File: src/rtl/shift_ctrl.sv
// shift_ctrl: clear/load/shift sequencer for an N-bit shift register.
// Optional rotate feedback on Shiftin when SHIFT_CTRL_ROTATE_EN is defined.
module shift_ctrl #(
  parameter int N  = 4,
  parameter int CW = 3
) (
  input  logic          CLK,
  input  logic          clr_n,
  input  logic          start,
  input  logic          clear_req,
  input  logic          abort,
  input  logic          dir,
  input  logic [CW-1:0] cnt,
  input  logic [N:1]    D_in,
  input  logic          sin,
  input  logic [N:1]    Qin,
`ifdef SHIFT_CTRL_ROTATE_EN
  input  logic          rot,
`endif
  output logic [N:1]    D_out,
  output logic          Ld,
  output logic          Sh,
  output logic          Lshift,
  output logic          Shiftin,
  output logic          sclr,
  output logic          busy,
  output logic          done
);

  typedef enum logic [2:0] {
    IDLE,
    CLEAR,
    LOAD,
    SHIFT,
    DONE
  } state_t;

  localparam logic [CW-1:0] NMAX = CW'(N);

  state_t        state;
  logic [CW-1:0] ctr;
  logic [N:1]    word_q;
  logic          dir_q;
  logic [CW-1:0] cnt_clamp;
  logic          unused_qin;

  assign cnt_clamp = (cnt > NMAX) ? NMAX : cnt;

`ifdef SHIFT_CTRL_ROTATE_EN
  logic rot_q;
`endif

  always_ff @(posedge CLK or negedge clr_n) begin
    if (!clr_n) begin
      state  <= IDLE;
      ctr    <= '0;
      word_q <= '0;
      dir_q  <= 1'b0;
`ifdef SHIFT_CTRL_ROTATE_EN
      rot_q  <= 1'b0;
`endif
    end else begin
      unique case (state)
        IDLE: begin
          if (clear_req) begin
            state <= CLEAR;
          end else if (start) begin
            state  <= LOAD;
            word_q <= D_in;
            dir_q  <= dir;
            ctr    <= cnt_clamp;
`ifdef SHIFT_CTRL_ROTATE_EN
            rot_q  <= rot;
`endif
          end
        end
        CLEAR: state <= IDLE;
        LOAD: begin
          if (abort) begin
            state <= IDLE;
            ctr   <= '0;
          end else if (ctr != '0) begin
            state <= SHIFT;
          end else begin
            state <= DONE;
          end
        end
        SHIFT: begin
          if (abort) begin
            state <= IDLE;
            ctr   <= '0;
          end else begin
            // last Sh cycle is the one where ctr reaches 0
            ctr <= ctr - 1'b1;
            if (ctr == CW'(1)) state <= DONE;
          end
        end
        DONE: state <= IDLE;
        default: state <= IDLE;
      endcase
    end
  end

  assign Ld     = (state == LOAD);
  assign Sh     = (state == SHIFT);
  assign sclr   = (state == CLEAR);
  assign done   = (state == DONE);
  assign busy   = (state == CLEAR) || Ld || Sh;
  assign D_out  = word_q;
  assign Lshift = dir_q;

  assign unused_qin = ^Qin;

`ifdef SHIFT_CTRL_ROTATE_EN
  assign Shiftin = rot_q ? (dir_q ? Qin[N] : Qin[1]) : sin;
`else
  assign Shiftin = sin;
`endif

endmodule

File: config.mk
export PLATFORM = sky130hd
export DESIGN_NAME = shift_ctrl
export DESIGN_NICKNAME = d
export VERILOG_FILES = /design/src/rtl/shift_ctrl.sv
export SDC_FILE = /design/constraint.sdc
export NUM_CORES = 1
export LEC_CHECK = 0
export CAP_MARGIN = 5
export CORE_MARGIN = 2
export CORE_UTILIZATION = 44
export CTS_CLUSTER_DIAMETER = 80
export CTS_CLUSTER_SIZE = 28
export DETAILED_ROUTE_END_ITERATION = 16
export GPL_TIMING_DRIVEN = 0
export MAX_ROUTING_LAYER = met4
export PLACE_DENSITY = 0.82
export SLEW_MARGIN = 10
export SYNTH_ARGS = -nofsm -noshare
export SYNTH_HDL_FRONTEND = slang
export SYNTH_SLANG_ARGS = --single-unit
File: constraint.sdc
create_clock -name CLK -period 5.13 [get_ports CLK]
set_clock_uncertainty 0.1 [all_clocks]
set_input_delay 0.7695 -clock CLK [delete_from_list [all_inputs] [get_ports CLK]]
set_output_delay 0.7695 -clock CLK [all_outputs]
set_load 0.03 [all_outputs]
==> impl_table.tex <==
\begin{tabular}{lr}
\hline
Metric & Value \\
\hline
\multicolumn{2}{l}{\textbf{Outcome}} \\
\quad Outcome & complete, no violations \\
\multicolumn{2}{l}{\textbf{Clock network}} \\
\quad Post-CTS setup repair buffer count & 0 \\
\quad Depth of the CTS H-tree & 1 \\
\quad Cts bufs inserted & 3 \\
\quad Skew-Pair Late Insertion Delay & 0.26 ns \\
\quad Clock tree root buffer cell & sky130\_fd\_sc\_hd\_\_clkbuf\_4 \\
\quad TritonCTS Sinks & 11 \\
\quad Clock transition time at the flip-flop clock pins of the worst setup and hold paths & 0.07 ns \\
\quad Buffers from clock root to sink, at most & 2 \\
\quad Quantity of gates resized following cts & 0 \\
\quad TritonCTS clock tree & built \\
\quad Hold\_buf cts & 0 \\
\multicolumn{2}{l}{\textbf{Job}} \\
\quad Number of maximum-capacitance violations & 0 \\
\multicolumn{2}{l}{\textbf{Global routing}} \\
\quad Largest net degree at the start of global routing & 12 \\
\quad Overall track demand over capacity in global routing & 0.154 \\
\quad First-pass GRT wire length & 2100 um \\
\quad Vias in the first global route & 492 \\
\quad Initial antenna violation count & 0 \\
\quad Grt total ovfl & 0 \\
\multicolumn{2}{l}{\textbf{Synthesis}} \\
\quad Average footprint of a synthesized cell & 10.4 sq um \\
\quad Register bit total from synthesis & 11 \\
\quad Synth Cell Area & 688 sq um \\
\quad Cell with the most instances after synthesis & sky130\_fd\_sc\_hd\_\_dfrtp\_1 \\
\quad Number of flops mapped to enable cells by yosys & 0 \\
\quad Syn Nets & 87 \\
\quad Cells taking the most area after synthesis & sky130\_fd\_sc\_hd\_\_dfrtp\_1, sky130\_fd\_sc\_hd\_\_mux2\_2, sky130\_fd\_sc\_hd\_\_ha\_1, sky130\_fd\_sc\_hd\_\_nor2\_1, sky130\_fd\_sc\_hd\_\_buf\_6 \\
\quad Library cell occupying the most area in the post-synthesis netlist & sky130\_fd\_sc\_hd\_\_dfrtp\_1 \\
\quad Share of synthesized area occupied by flip-flops and latches & 0.400 \\
\quad Count of mapped cells out of synthesis & 66 \\
\quad Share of the synthesized area in the top cell type & 0.400 \\
\quad Most frequent cells after synthesis & sky130\_fd\_sc\_hd\_\_dfrtp\_1, sky130\_fd\_sc\_hd\_\_nor2\_1, sky130\_fd\_sc\_hd\_\_mux2\_2 \\
\quad Post-synth top flop & sky130\_fd\_sc\_hd\_\_dfrtp\_1 \\
\quad Synthesis Warnings & 0 \\
\quad Distinct cell type count after synthesis & 30 \\
\quad Share of synthesized flip-flops with an asynchronous set or reset & 1.00 \\
\multicolumn{2}{l}{\textbf{Finish}} \\
\quad Share of cells above drive strength 1 & 0.194 \\
\quad Synthesis-to-layout area growth & 40.2\% \\
\quad Number of inserted diodes & 0 \\
\quad Post-layout instance area & 965 sq um \\
\quad Total of fill cells in the finished design & 124 \\
\quad Final core utilization & 0.648 \\
\quad Flip-flop and latch area & 275 sq um \\
\quad Area occupied by multi-input gates & 363 sq um \\
\quad Number of nets at the end of the flow & 115 \\
\multicolumn{2}{l}{\textbf{Place}} \\
\quad Final HPWL from detailed placement & 1020 um \\
\quad Final GP Congestion & 0.848 \\
\quad Total of buffers placed on input and output ports & 23 \\
\quad Worst slack after detailed placement & 2.59 ns \\
\quad Cell area reported after detailed placement & 938 sq um \\
\multicolumn{2}{l}{\textbf{Pwr}} \\
\quad Highest ir drop seen on vdd & 0.250 mV \\
\quad Total design power & 0.000568 W \\
\quad P\_leak & 0.409 nW \\
\quad Power density relative to cell area & 589 nW/um\^{}2 \\
\multicolumn{2}{l}{\textbf{STA}} \\
\quad Part of the cycle the worst path needs & 0.515 \\
\quad Setup-failing EPs final & 0 \\
\quad Max Slew Vio Count & 0 \\
\quad Setup repair after global routing missed its margin & no \\
\quad Final TNS setup & 0 ns \\
\quad Shortest period the worst path allows & 2.64 ns \\
\quad Final hold vios & 0 \\
\quad Normalized max-slew margin & 0.611 \\
\quad Worst-margin pin slew & 0.576 ns \\
\quad Peak Freq & 378 MHz \\
\quad Worst-case setup margin in the final layout & 2.49 ns \\
\multicolumn{2}{l}{\textbf{Drt}} \\
\quad Avg Vias per Cell & 5.33 \\
\quad DRC marker count from the first detailed-route iteration & 7 \\
\quad Max layer used & met3 \\
\quad Pre-Repair DR Iteration Count & 5 \\
\quad Residual DRC & 0 \\
\quad Detail Route met3 WL & 93 um \\
\quad Total detailed-routing wirelength & 1310 um \\
\quad Antenna Nets Post-Route & 0 \\
\quad M1 wire length & 577 um \\
\quad Total number of vias & 581 \\
\quad Final routed wire length divided by cell count & 12.0 um \\
\quad WL met2 & 635 um \\
\multicolumn{2}{l}{\textbf{Worst setup path}} \\
\quad Required arrival time at the worst endpoint & 4.26 ns \\
\quad Critical path fanouts, max & 10 \\
\quad Type of the setup path with the least slack & register to output port \\
\quad CP max-delay cell & sky130\_fd\_sc\_hd\_\_clkdlybuf4s50\_1 \\
\quad CP startpoint kind & register \\
\quad Critical Path AT & 1.77 ns \\
\quad Crit path largest cell delay & 0.66 ns \\
\quad Endpoint kind of the worst setup timing path & output port \\
\quad Cells along the critical path & buf\_2, nor2\_1, and2\_1, clkdlybuf4s50\_1 \\
\multicolumn{2}{l}{\textbf{Floorplanning}} \\
\quad Number of top-level pins & 29 \\
\quad Std-Cell Rows & 14 \\
\quad Initial Util & 0.462 \\
\quad Die width & 43.5 um \\
\quad Die height & 43.5 um \\
\quad Area of the core & 1490 sq um \\
\quad Total Die Area & 1900 sq um \\
\multicolumn{2}{l}{\textbf{Min path}} \\
\quad Class of the worst hold path & register to register \\
\hline
\end{tabular}
## registers in the layout, indices dropped and copies added (netlist names)
name	cells
ctr	3
Lshift	1
D_out	4
state	3
## stage by stage
step	hold WS [ns]	std cells
finish	0.407	109
global route	0.424	109
CTS	0.412	109
detailed placement	0.398	105
global placement	0.389	105
floorplan	0.369	66
## area by class of cell
| type | count | share of cell area |
|---|---|---|
| Sequential cell | 11 | 0.285 |
| Clock buffer | 4 | 0.0272 |
| Buffer | 4 | 0.0363 |
| Timing Repair Buffer | 23 | 0.239 |
| Tap cell | 16 | 0.0208 |
| Inverter | 4 | 0.0156 |
| Multi-Input combinational cell | 47 | 0.376 |
## cells in the final DEF, fill, tap and decap left out
master and count:
sky130_fd_sc_hd__dfrtp_1 11, sky130_fd_sc_hd__a21boi_2 1, sky130_fd_sc_hd__or4b_4 1, sky130_fd_sc_hd__nor3b_1 1, sky130_fd_sc_hd__nor4_1 1, sky130_fd_sc_hd__nand3_1 2
sky130_fd_sc_hd__nand2b_4 1, sky130_fd_sc_hd__nand2b_1 1, sky130_fd_sc_hd__o31ai_1 1, sky130_fd_sc_hd__a21boi_1 1, sky130_fd_sc_hd__nor2_1 8, sky130_fd_sc_hd__clkbuf_1 1
sky130_fd_sc_hd__nor3_1 1, sky130_fd_sc_hd__nor2b_1 2, sky130_fd_sc_hd__a21oi_4 1, sky130_fd_sc_hd__nand2_1 4, sky130_fd_sc_hd__clkbuf_4 3, sky130_fd_sc_hd__a22o_1 1
sky130_fd_sc_hd__buf_2 1, sky130_fd_sc_hd__or4_4 1, sky130_fd_sc_hd__and2_1 2, sky130_fd_sc_hd__clkdlybuf4s50_1 23, sky130_fd_sc_hd__o21a_1 1, sky130_fd_sc_hd__nand4b_1 1
sky130_fd_sc_hd__inv_1 4, sky130_fd_sc_hd__buf_4 1, sky130_fd_sc_hd__mux2i_1 1, sky130_fd_sc_hd__buf_6 2, sky130_fd_sc_hd__mux2_2 6, sky130_fd_sc_hd__o21ai_0 2
sky130_fd_sc_hd__ha_1 3, sky130_fd_sc_hd__a31oi_1 1, sky130_fd_sc_hd__nor4bb_1 2
## critical path, delay by kind of cell, from the launching register on
family                 cells  cell delay (ns)
and+or+nand+nor            2             0.26
buffers and inverters      2             0.84
DFF                        1             0.40
## logic make-up after synthesis
kind of cell	Yosys count	share of synthesized area
AND/OR/NAND/NOR	28	0.251
AO/OA/AOI/OAI	9	0.109
multiplexers	7	0.113
buffers and inverters	8	0.0727
adder cells (fa/ha/maj)	3	0.0546
flip-flops	11	0.400
## layer usage
metal  track usage  vias up
met2         0.224       22
met3        0.0625        0
met4        0.0545        0
li1              -      284
met1         0.192      275
met5             -        -
## worst paths after layout
kind / start / to / slack [ns] / cells after the start
hold reg to reg: D_out[2]$_DFFE_PN0P_ / D_out[2]$_DFFE_PN0P_ / 0.41 / 1
min in group asynchronous: clr_n / D_out[2]$_DFFE_PN0P_ / 0.73 / 1
setup / recovery: state[0]$_DFFE_PN0P_ / done / 2.49 / 4
hold / removal: D_out[2]$_DFFE_PN0P_ / D_out[2]$_DFFE_PN0P_ / 0.41 / 1
max in group asynchronous: clr_n / ctr[1]$_DFFE_PN0P_ / 3.88 / 1
setup reg to reg: state[1]$_DFFE_PN0P_ / ctr[0]$_DFFE_PN0P_ / 3.31 / 4
## power breakdown
part / internal, W / total (W) / switching, W / leakage (nW)
clock network: 0.0000300 / 0.0000565 / 0.0000265 / 0.0150
logic: 0.000170 / 0.000360 / 0.000189 / 0.259
registers: 0.000128 / 0.000152 / 0.0000238 / 0.135
(Power assumes the default switching activity.)
